$ cat src/rtl/cc_branch_unit.sv
// ============================================================================
// Module   : cc_branch_unit
// Brief    : LC-3 N/Z/P condition codes, registered BEN and an NZP
//            save/restore stack. Define CC_BYPASS_EN to evaluate BEN against
//            the next-state flags.
// Revision : 1.0 - initial release
// ============================================================================
`default_nettype none

module cc_branch_unit #(
    parameter int WIDTH       = 16,
    parameter int STACK_DEPTH = 4
) (
    input  logic             CLK,
    input  logic             RST_N,
    input  logic [WIDTH-1:0] BUS,
    input  logic             LD_CC,
    input  logic             LD_BEN,
    input  logic [2:0]       IR_NZP,
    input  logic             SAVE,
    input  logic             RESTORE,
    output logic             N,
    output logic             Z,
    output logic             P,
    output logic             BEN,
    output logic             STACK_EMPTY,
    output logic             STACK_FULL,
    output logic             STACK_ERR
);

    localparam int CW = $clog2(STACK_DEPTH + 1);
    localparam int IW = (STACK_DEPTH > 1) ? $clog2(STACK_DEPTH) : 1;
    localparam logic [2:0] C_NZP_RESET = 3'b010;

    logic [2:0]    nzp_q, nzp_d;
    logic          ben_q, ben_d;
    logic [CW-1:0] count_q, count_d;
    logic          err_q, err_d;
    logic [2:0]    stack_q [STACK_DEPTH];

    logic [2:0]    w_cls;
    logic [2:0]    w_ben_src;
    logic [2:0]    w_top;
    logic [IW-1:0] w_top_idx;
    logic [IW-1:0] w_push_idx;
    logic          w_empty, w_full;
    logic          w_push_ok, w_pop_ok, w_err_set;

    assign w_empty    = (count_q == '0);
    assign w_full     = (count_q == CW'(STACK_DEPTH));
    assign w_top_idx  = IW'(count_q - CW'(1));
    assign w_push_idx = IW'(count_q);
    assign w_top      = stack_q[w_top_idx];

    always_comb begin
        w_cls = 3'b001;
        if (BUS == '0) begin
            w_cls = 3'b010;
        end else if (BUS[WIDTH-1]) begin
            w_cls = 3'b100;
        end
    end

    // A colliding SAVE+RESTORE touches neither the stack nor the flags.
    assign w_push_ok = SAVE & ~RESTORE & ~w_full;
    assign w_pop_ok  = RESTORE & ~SAVE & ~w_empty;
    assign w_err_set = (SAVE & RESTORE) | (SAVE & w_full) | (RESTORE & w_empty);

    always_comb begin
        nzp_d = nzp_q;
        if (w_pop_ok) begin
            nzp_d = w_top;
        end else if (LD_CC) begin
            nzp_d = w_cls;
        end
    end

    always_comb begin
        count_d = count_q;
        if (w_push_ok) begin
            count_d = count_q + CW'(1);
        end else if (w_pop_ok) begin
            count_d = count_q - CW'(1);
        end
    end

`ifdef CC_BYPASS_EN
    assign w_ben_src = nzp_d;
`else
    assign w_ben_src = nzp_q;
`endif

    always_comb begin
        ben_d = ben_q;
        if (LD_BEN) begin
            ben_d = |(w_ben_src & IR_NZP);
        end
    end

    assign err_d = err_q | w_err_set;

    always_ff @(posedge CLK) begin
        if (!RST_N) begin
            nzp_q   <= C_NZP_RESET;
            ben_q   <= 1'b0;
            count_q <= '0;
            err_q   <= 1'b0;
        end else begin
            nzp_q   <= nzp_d;
            ben_q   <= ben_d;
            count_q <= count_d;
            err_q   <= err_d;
        end
    end

    // Entries above count are don't-care, so the storage needs no reset.
    always_ff @(posedge CLK) begin
        if (RST_N && w_push_ok) begin
            stack_q[w_push_idx] <= nzp_q;
        end
    end

    assign N           = nzp_q[2];
    assign Z           = nzp_q[1];
    assign P           = nzp_q[0];
    assign BEN         = ben_q;
    assign STACK_EMPTY = w_empty;
    assign STACK_FULL  = w_full;
    assign STACK_ERR   = err_q;

endmodule

`default_nettype wire

$ cat config.mk
export PLATFORM = sky130hd
export DESIGN_NAME = cc_branch_unit
export DESIGN_NICKNAME = d
export VERILOG_FILES = /design/src/rtl/cc_branch_unit.sv
export SDC_FILE = /design/constraint.sdc
export NUM_CORES = 1
export LEC_CHECK = 0
export ABC_AREA = 1
export CAP_MARGIN = 30
export CORE_UTILIZATION = 45
export CTS_CLUSTER_SIZE = 16
export DETAILED_ROUTE_END_ITERATION = 16
export GPL_ROUTABILITY_DRIVEN = 1
export PLACE_DENSITY = 0.85
export SYNTH_ARGS = -nofsm -noshare
export SYNTH_HDL_FRONTEND = slang
export SYNTH_SLANG_ARGS = --single-unit
export TNS_END_PERCENT = 5
$ cat constraint.sdc
create_clock -name CLK -period 3 [get_ports CLK]
set_input_delay 0.6 -clock CLK [delete_from_list [all_inputs] [get_ports CLK]]
set_output_delay 0.6 -clock CLK [all_outputs]
set_load 0.02 [all_outputs]
==> results of run 1 <==
cell families after synthesis:
group / Yosys count / share of synthesized area [%]
AO/OA/AOI/OAI: 14 / 7.054
adder cells (fa/ha/maj): 5 / 5.599
flip-flops: 20 / 46.58
buffers and inverters: 26 / 9.966
AND/OR/NAND/NOR: 66 / 29.23
XOR/XNOR: 2 / 1.568
flip-flops by register name, summed over array words and instances (netlist names):
name       count
count_q        3
BEN            1
STACK_ERR      1
nzp_q          3
stack_q       12
path summary, 6_finish.rpt:
| check | cells after the start | startpoint | slack, ns | end |
|---|---|---|---|---|
| setup / recovery | 5 | count_q[0]$_SDFFE_PN0P_ | 0.38 | STACK_FULL |
| hold / removal | 2 | STACK_ERR$_SDFF_PN0_ | 0.47 | STACK_ERR$_SDFF_PN0_ |
| setup reg to reg | 7 | count_q[0]$_SDFFE_PN0P_ | 0.96 | stack_q[1][0]$_DFFE_PP_ |
| hold reg to reg | 2 | STACK_ERR$_SDFF_PN0_ | 0.47 | STACK_ERR$_SDFF_PN0_ |
metal layers:
| layer | wire length [um] | vias to the layer above | global-route usage (%) |
|---|---|---|---|
| met5 | 0 | - | 0 |
| met4 | 17 | 0 | 4.955 |
| met3 | 117 | 3 | 5.263 |
| met2 | 1180 | 30 | 35.26 |
| met1 | 964 | 414 | 21.77 |
| li1 | - | 484 | - |
worst max-delay path: cells and delay by family, from the launching register on:
kind / cells / cell delay, ns
simple gates: 1 / 0.12
fa+ha+maj: 1 / 0.29
buf+inv: 3 / 0.74
flops: 1 / 0.56
cell type report:
type | count | area, um2
fill | 185 | 777.0
sequential | 20 | 520.5
multi-input combinational | 87 | 485.5
timing repair buffer | 31 | 310.3
inverter | 24 | 95.09
tap | 28 | 35.03
clock inverter | 1 | 30.03
clock buffer | 3 | 22.52
metrics by stage:
step / hold slack, ns / cell area [um2]
after detailed placement: 0.4576 / 1446
after CTS: 0.4742 / 1499
after floorplan: 0.4760 / 1117
after global routing: 0.4995 / 1499
after global placement: 0.4388 / 1446
final: 0.4674 / 1499
where the power goes:
group	total [W]	internal [W]	switching, W
clock	0.000223	0.000135	0.0000880
sequential	0.000360	0.000323	0.0000372
combinational	0.000330	0.000147	0.000182
placed cells by master, fill, tap and decap left out:
| cell | netlist | final |
|---|---|---|
| ha_1 | 5 | 5 |
| a21oi_2 | 1 | 1 |
| nand2_1 | 29 | 29 |
| o21ai_1 | 1 | 1 |
| nand2_2 | 2 | 2 |
| nor2_8 | 1 | 1 |
| nor2_4 | 1 | 1 |
| nand2_4 | 1 | 1 |
| bufinv_16 | 0 | 1 |
| nand2_8 | 1 | 1 |
| o21ai_0 | 5 | 5 |
| xnor2_1 | 1 | 1 |
| inv_4 | 2 | 2 |
| nand4_1 | 1 | 1 |
| inv_2 | 2 | 2 |
| inv_1 | 20 | 20 |
| clkbuf_4 | 0 | 3 |
| nor2_1 | 19 | 19 |
| a41oi_1 | 1 | 1 |
| nand3_2 | 2 | 2 |
| clkdlybuf4s50_1 | 0 | 31 |
| a21oi_1 | 5 | 5 |
| xor2_1 | 1 | 1 |
| o22ai_1 | 1 | 1 |
| edfxtp_1 | 12 | 12 |
| nand3_1 | 9 | 9 |
| dfxtp_1 | 8 | 8 |
==> flow_metrics.tcl, run 1 <==
set metrics [dict create \
    hp-class "reg -> reg" \
    timing.fmax_ghz 0.3823 \
    syn_inst 133 \
    max_stage_delay_ns 0.56 \
    grt_max_degree 13 \
    nets 197 \
    hpwl_mm 1.853 \
    start_kind "flop" \
    drtIter0Drc 11 \
    first_pass_iters 4 \
    clkSinkCount 20 \
    finalWirelength_mm 2.280 \
    cp_slowest_cell "dfxtp_1" \
    die_area_um2 2686 \
    rows 17 \
    wl_per_cell_um 11.75 \
    yosysTopAreaCell "edfxtp_1" \
    ctsHoldBuffers 0 \
    max_slew_margin_pct 75.55 \
    cts_root_buffer "clkbuf_4" \
    utilization_pct 65.86 \
    io_pins 32 \
    route.detailed.drc 0 \
    critPathCaptureType "output port" \
    avgSynthCellArea_um2 8.401 \
    path_class "reg -> out" \
    tightestPinTransition_ns 0.3662 \
    rsz0062_at_grt "false" \
    status "complete, no violations" \
    synth_area_leaders "edfxtp_1 32%, dfxtp_1 14%, nand2_1 9.7%" \
    grt_pass1_wl_mm 3.746 \
    syn_to_final_growth_pct 34.15 \
    setup_tns_ns 0 \
    clkTransAtPathRegs_ns 0.12 \
    viasPerCell 4.799 \
    slew_violations 0 \
    yosys_warnings 0 \
    start_util_pct 49.09 \
    synth-main-ff-cell "edfxtp_1" \
    arrival_ns 2.02 \
    path_cells "inv_2, ha_1, nand2_1, inv_1, clkdlybuf4s50_1" \
    grt_pass1_vias 929 \
    die_x_um 51.83 \
    cts_buffer_depth 2 \
    drive_gt1_share_pct 10.24 \
    yosysUniqueCellTypes 26 \
    grt_usage_pct 19.31 \
    synth_common_cells "29 x nand2_1, 20 x inv_1, 19 x nor2_1, 12 x edfxtp_1, 9 x nand3_1" \
    period_minus_slack_ns 2.616 \
    vias 931 \
    skew_ns 0.003098 \
    ir_worst_vdd_mv 0.3766 \
    n_antenna_cell 0 \
    p_leak_nw 0.6330 \
    grt-ovfl-total 0 \
    antenna_found_initial 0 \
    dp_slack_ns 0.7391 \
    hold_violations 0 \
    cts_setup_buffers 0 \
    cp_data_required_time_ns 2.40 \
    async_flop_share_pct 0 \
    power.density_nw_per_um2 608.9 \
    synth_top_area_share_pct 32.25 \
    core_um2 2276 \
    syn-num-nets 163 \
    synth-edff-count 12 \
    setup_viol 0 \
    clk_latency_ns 0.31 \
    synthesis.area_um2 1117 \
    cts_max_level 1 \
    die_h_um 51.83 \
    fin_crit_sh_pct 87.19 \
    yosysMostFrequentCell "nand2_1" \
    ys_ff_latch 20 \
    path_max_fanout 12 \
    postRouteAntennaNets 0 \
    drv_cap 0 \
    cts_tree "built" \
    dp.cells 190 \
    ctsResizeCount 0 \
    finalPower_w 0.0009127 \
    io_buffers 31 \
    cts_buffers 3 \
    layout.cells.non_filler 194 \
    setup_ws_ns 0.3843 \
    gp_congestion 0.8493 \
    synth-seq-area-share_pct 46.58 \
]
Power figures use the tool's default switching activity.
==> inputs of run 2 (changes only) <==
--- a/config.mk
+++ b/config.mk
@@ -7,11 +7,14 @@
 export LEC_CHECK = 0
 export ABC_AREA = 1
 export CAP_MARGIN = 30
-export CORE_UTILIZATION = 45
+export CELL_PAD_IN_SITES_DETAIL_PLACEMENT = 1
+export CELL_PAD_IN_SITES_GLOBAL_PLACEMENT = 2
+export CORE_ASPECT_RATIO = 2
+export CORE_UTILIZATION = 29
 export CTS_CLUSTER_SIZE = 16
 export DETAILED_ROUTE_END_ITERATION = 16
 export GPL_ROUTABILITY_DRIVEN = 1
-export PLACE_DENSITY = 0.85
+export PLACE_DENSITY = 0.87
 export SYNTH_ARGS = -nofsm -noshare
 export SYNTH_HDL_FRONTEND = slang
 export SYNTH_SLANG_ARGS = --single-unit
==> flow_metrics.tcl, run 2 (synthesis gave the netlist of run 1 again) <==
set metrics [dict create \
    status "complete, no violations" \
    clkTransAtPathRegs_ns 0.07 \
    rsz0062_at_grt "false" \
    hp-class "reg -> reg" \
    hp-start "STACK_ERR$_SDFF_PN0_" \
    grt_max_degree 13 \
    cp_slowest_cell "dfxtp_1" \
    clkSinkCount 20 \
    register_area_um2 520.5 \
    viasPerCell 4.549 \
    vias 978 \
    rows 31 \
    path_cells "inv_2, ha_1, nand2_1, inv_1, clkdlybuf4s50_1" \
    drtIter0Drc 8 \
    largest_reg_flops 12 \
    drv_cap 0 \
    grt_pass1_vias 1065 \
    clock_power_share_pct 27.3 \
    holdPathStages 2 \
    timing.fmax_ghz 0.3830 \
    io_buffers 31 \
    drive_gt1_share_pct 10.24 \
    cts_buffer_depth 2 \
    die_h_um 89.78 \
    r2r-start "count_q[0]$_SDFFE_PN0P_" \
    cts_buffers 3 \
    cts_tree "built" \
    critPathCaptureType "output port" \
    period_minus_slack_ns 2.611 \
    final_cell_mix "31 x clkdlybuf4s50_1, 29 x nand2_1, 20 x inv_1, 19 x nor2_1, 12 x edfxtp_1" \
    placed_area_um2 1473 \
    fill_cells 454 \
    ctsHoldBuffers 0 \
    tightestPinTransition_ns 0.4105 \
    ctsResizeCount 0 \
    multi_input_area_um2 485.5 \
    fin_area_um2 1544 \
    reg2reg_slack_ns 0.91 \
    route.detailed.drc 0 \
    regMostFlops "stack_q" \
    combinationalPowerShare_pct 35.5 \
    finalWirelength_mm 2.844 \
    hold_violations 0 \
    hpwl_mm 2.461 \
    ir_worst_vdd_mv 0.2639 \
    path_max_fanout 12 \
    path_class "reg -> out" \
    power.density_nw_per_um2 632.0 \
    start_kind "flop" \
    p_sw_share_pct 33.59 \
    p_leak_nw 0.6407 \
    io_pins 32 \
    clk_latency_ns 0.26 \
    syn_to_final_growth_pct 38.19 \
    antenna_found_initial 0 \
    rr_endpoint "stack_q[2][0]$_DFFE_PP_" \
    gp_congestion 0.7390 \
    cts_max_level 1 \
    holdWs_ns 0.4506 \
    utilization_pct 42.35 \
    postRouteAntennaNets 0 \
    max_slew_margin_pct 72.60 \
    power_frac_seq_pct 37.2 \
    grt_pass1_wl_mm 4.754 \
    cts_root_buffer "clkbuf_8" \
    p_int_w 0.0006481 \
    first_pass_iters 5 \
    slew_violations 0 \
    reg_top3 "stack_q x12, count_q x3, nzp_q x3" \
    cp_data_required_time_ns 2.40 \
    mostFrequentLayoutCell "clkdlybuf4s50_1" \
    die_area_um2 4120 \
    setup_tns_ns 0 \
    wl_per_cell_um 13.23 \
    n_antenna_cell 0 \
    core_um2 3646 \
    arrival_ns 2.01 \
    setup_viol 0 \
    whs_endpoint "STACK_ERR$_SDFF_PN0_" \
    power_switching_w 0.0003278 \
    grt_usage_pct 15.96 \
    start_util_pct 30.65 \
    fin_crit_sh_pct 87.02 \
    skew_ns 0.001786 \
    max_stage_delay_ns 0.57 \
    nets 197 \
    grt-ovfl-total 0 \
    die_x_um 45.89 \
    reg2reg_depth 7 \
    cts_setup_buffers 0 \
]
==> run 2: cell counts in the layout (fill, tap and decap cells not counted) <==
No cell type changed its count.
==> run 2: per-stage QoR <==
step / instances / power [W] / setup WS (ns)
floorplan: 133 / 0.0005859 / 1.213
global placement: 211 / 0.0007066 / 0.7677
detailed placement: 211 / 0.0007191 / 0.6674
CTS: 215 / 0.0009882 / 0.3702
global route: 215 / 0.001041 / 0.2535
finish: 215 / 0.0009758 / 0.3893
==> run 2: how the worst max path moves through the flow <==
stage / start / end / slack (ns) / cells past startpoint
finish: count_q[0]$_SDFFE_PN0P_ / STACK_FULL / 0.39 / 5
global route: count_q[0]$_SDFFE_PN0P_ / STACK_FULL / 0.25 / 5
CTS: count_q[0]$_SDFFE_PN0P_ / STACK_FULL / 0.37 / 5
detailed placement: count_q[0]$_SDFFE_PN0P_ / STACK_FULL / 0.67 / 5
global placement: count_q[0]$_SDFFE_PN0P_ / STACK_FULL / 0.77 / 5
floorplan: count_q[0]$_SDFFE_PN0P_ / STACK_EMPTY / 1.21 / 5
==> run 2: power by group through the flow <==
stage / logic [W] / registers, W / clock network, W
3_3_place_gp: 0.000341 / 0.000366 / 0
6_report: 0.000347 / 0.000363 / 0.000267
5_1_grt: 0.000390 / 0.000366 / 0.000285
3_5_place_dp: 0.000350 / 0.000369 / 0
4_1_cts: 0.000354 / 0.000363 / 0.000271
2_1_floorplan: 0.000228 / 0.000358 / 0
==> run 2: critical path: cells and delay by family (launching register included) <==
family	cells	cell delay, ns
flops	1	0.57
simple gates	1	0.13
fa+ha+maj	1	0.29
buf+inv	3	0.77
==> run 2: layout make-up <==
| type | count | area share (%) |
|---|---|---|
| clock buffer | 3 | 2.674 |
| tap | 49 | 3.971 |
| clock inverter | 1 | 1.945 |
| inverter | 24 | 6.159 |
| multi-input combinational | 87 | 31.44 |
| sequential | 20 | 33.71 |
| timing repair buffer | 31 | 20.10 |
==> run 2: metal layers <==
layer,global-route usage (%),vias to the layer above,wire (um)
li1,-,482,-
met3,2.610,4,122
met4,4.412,0,74
met2,32.04,35,1735
met1,14.30,457,911
met5,0,-,0
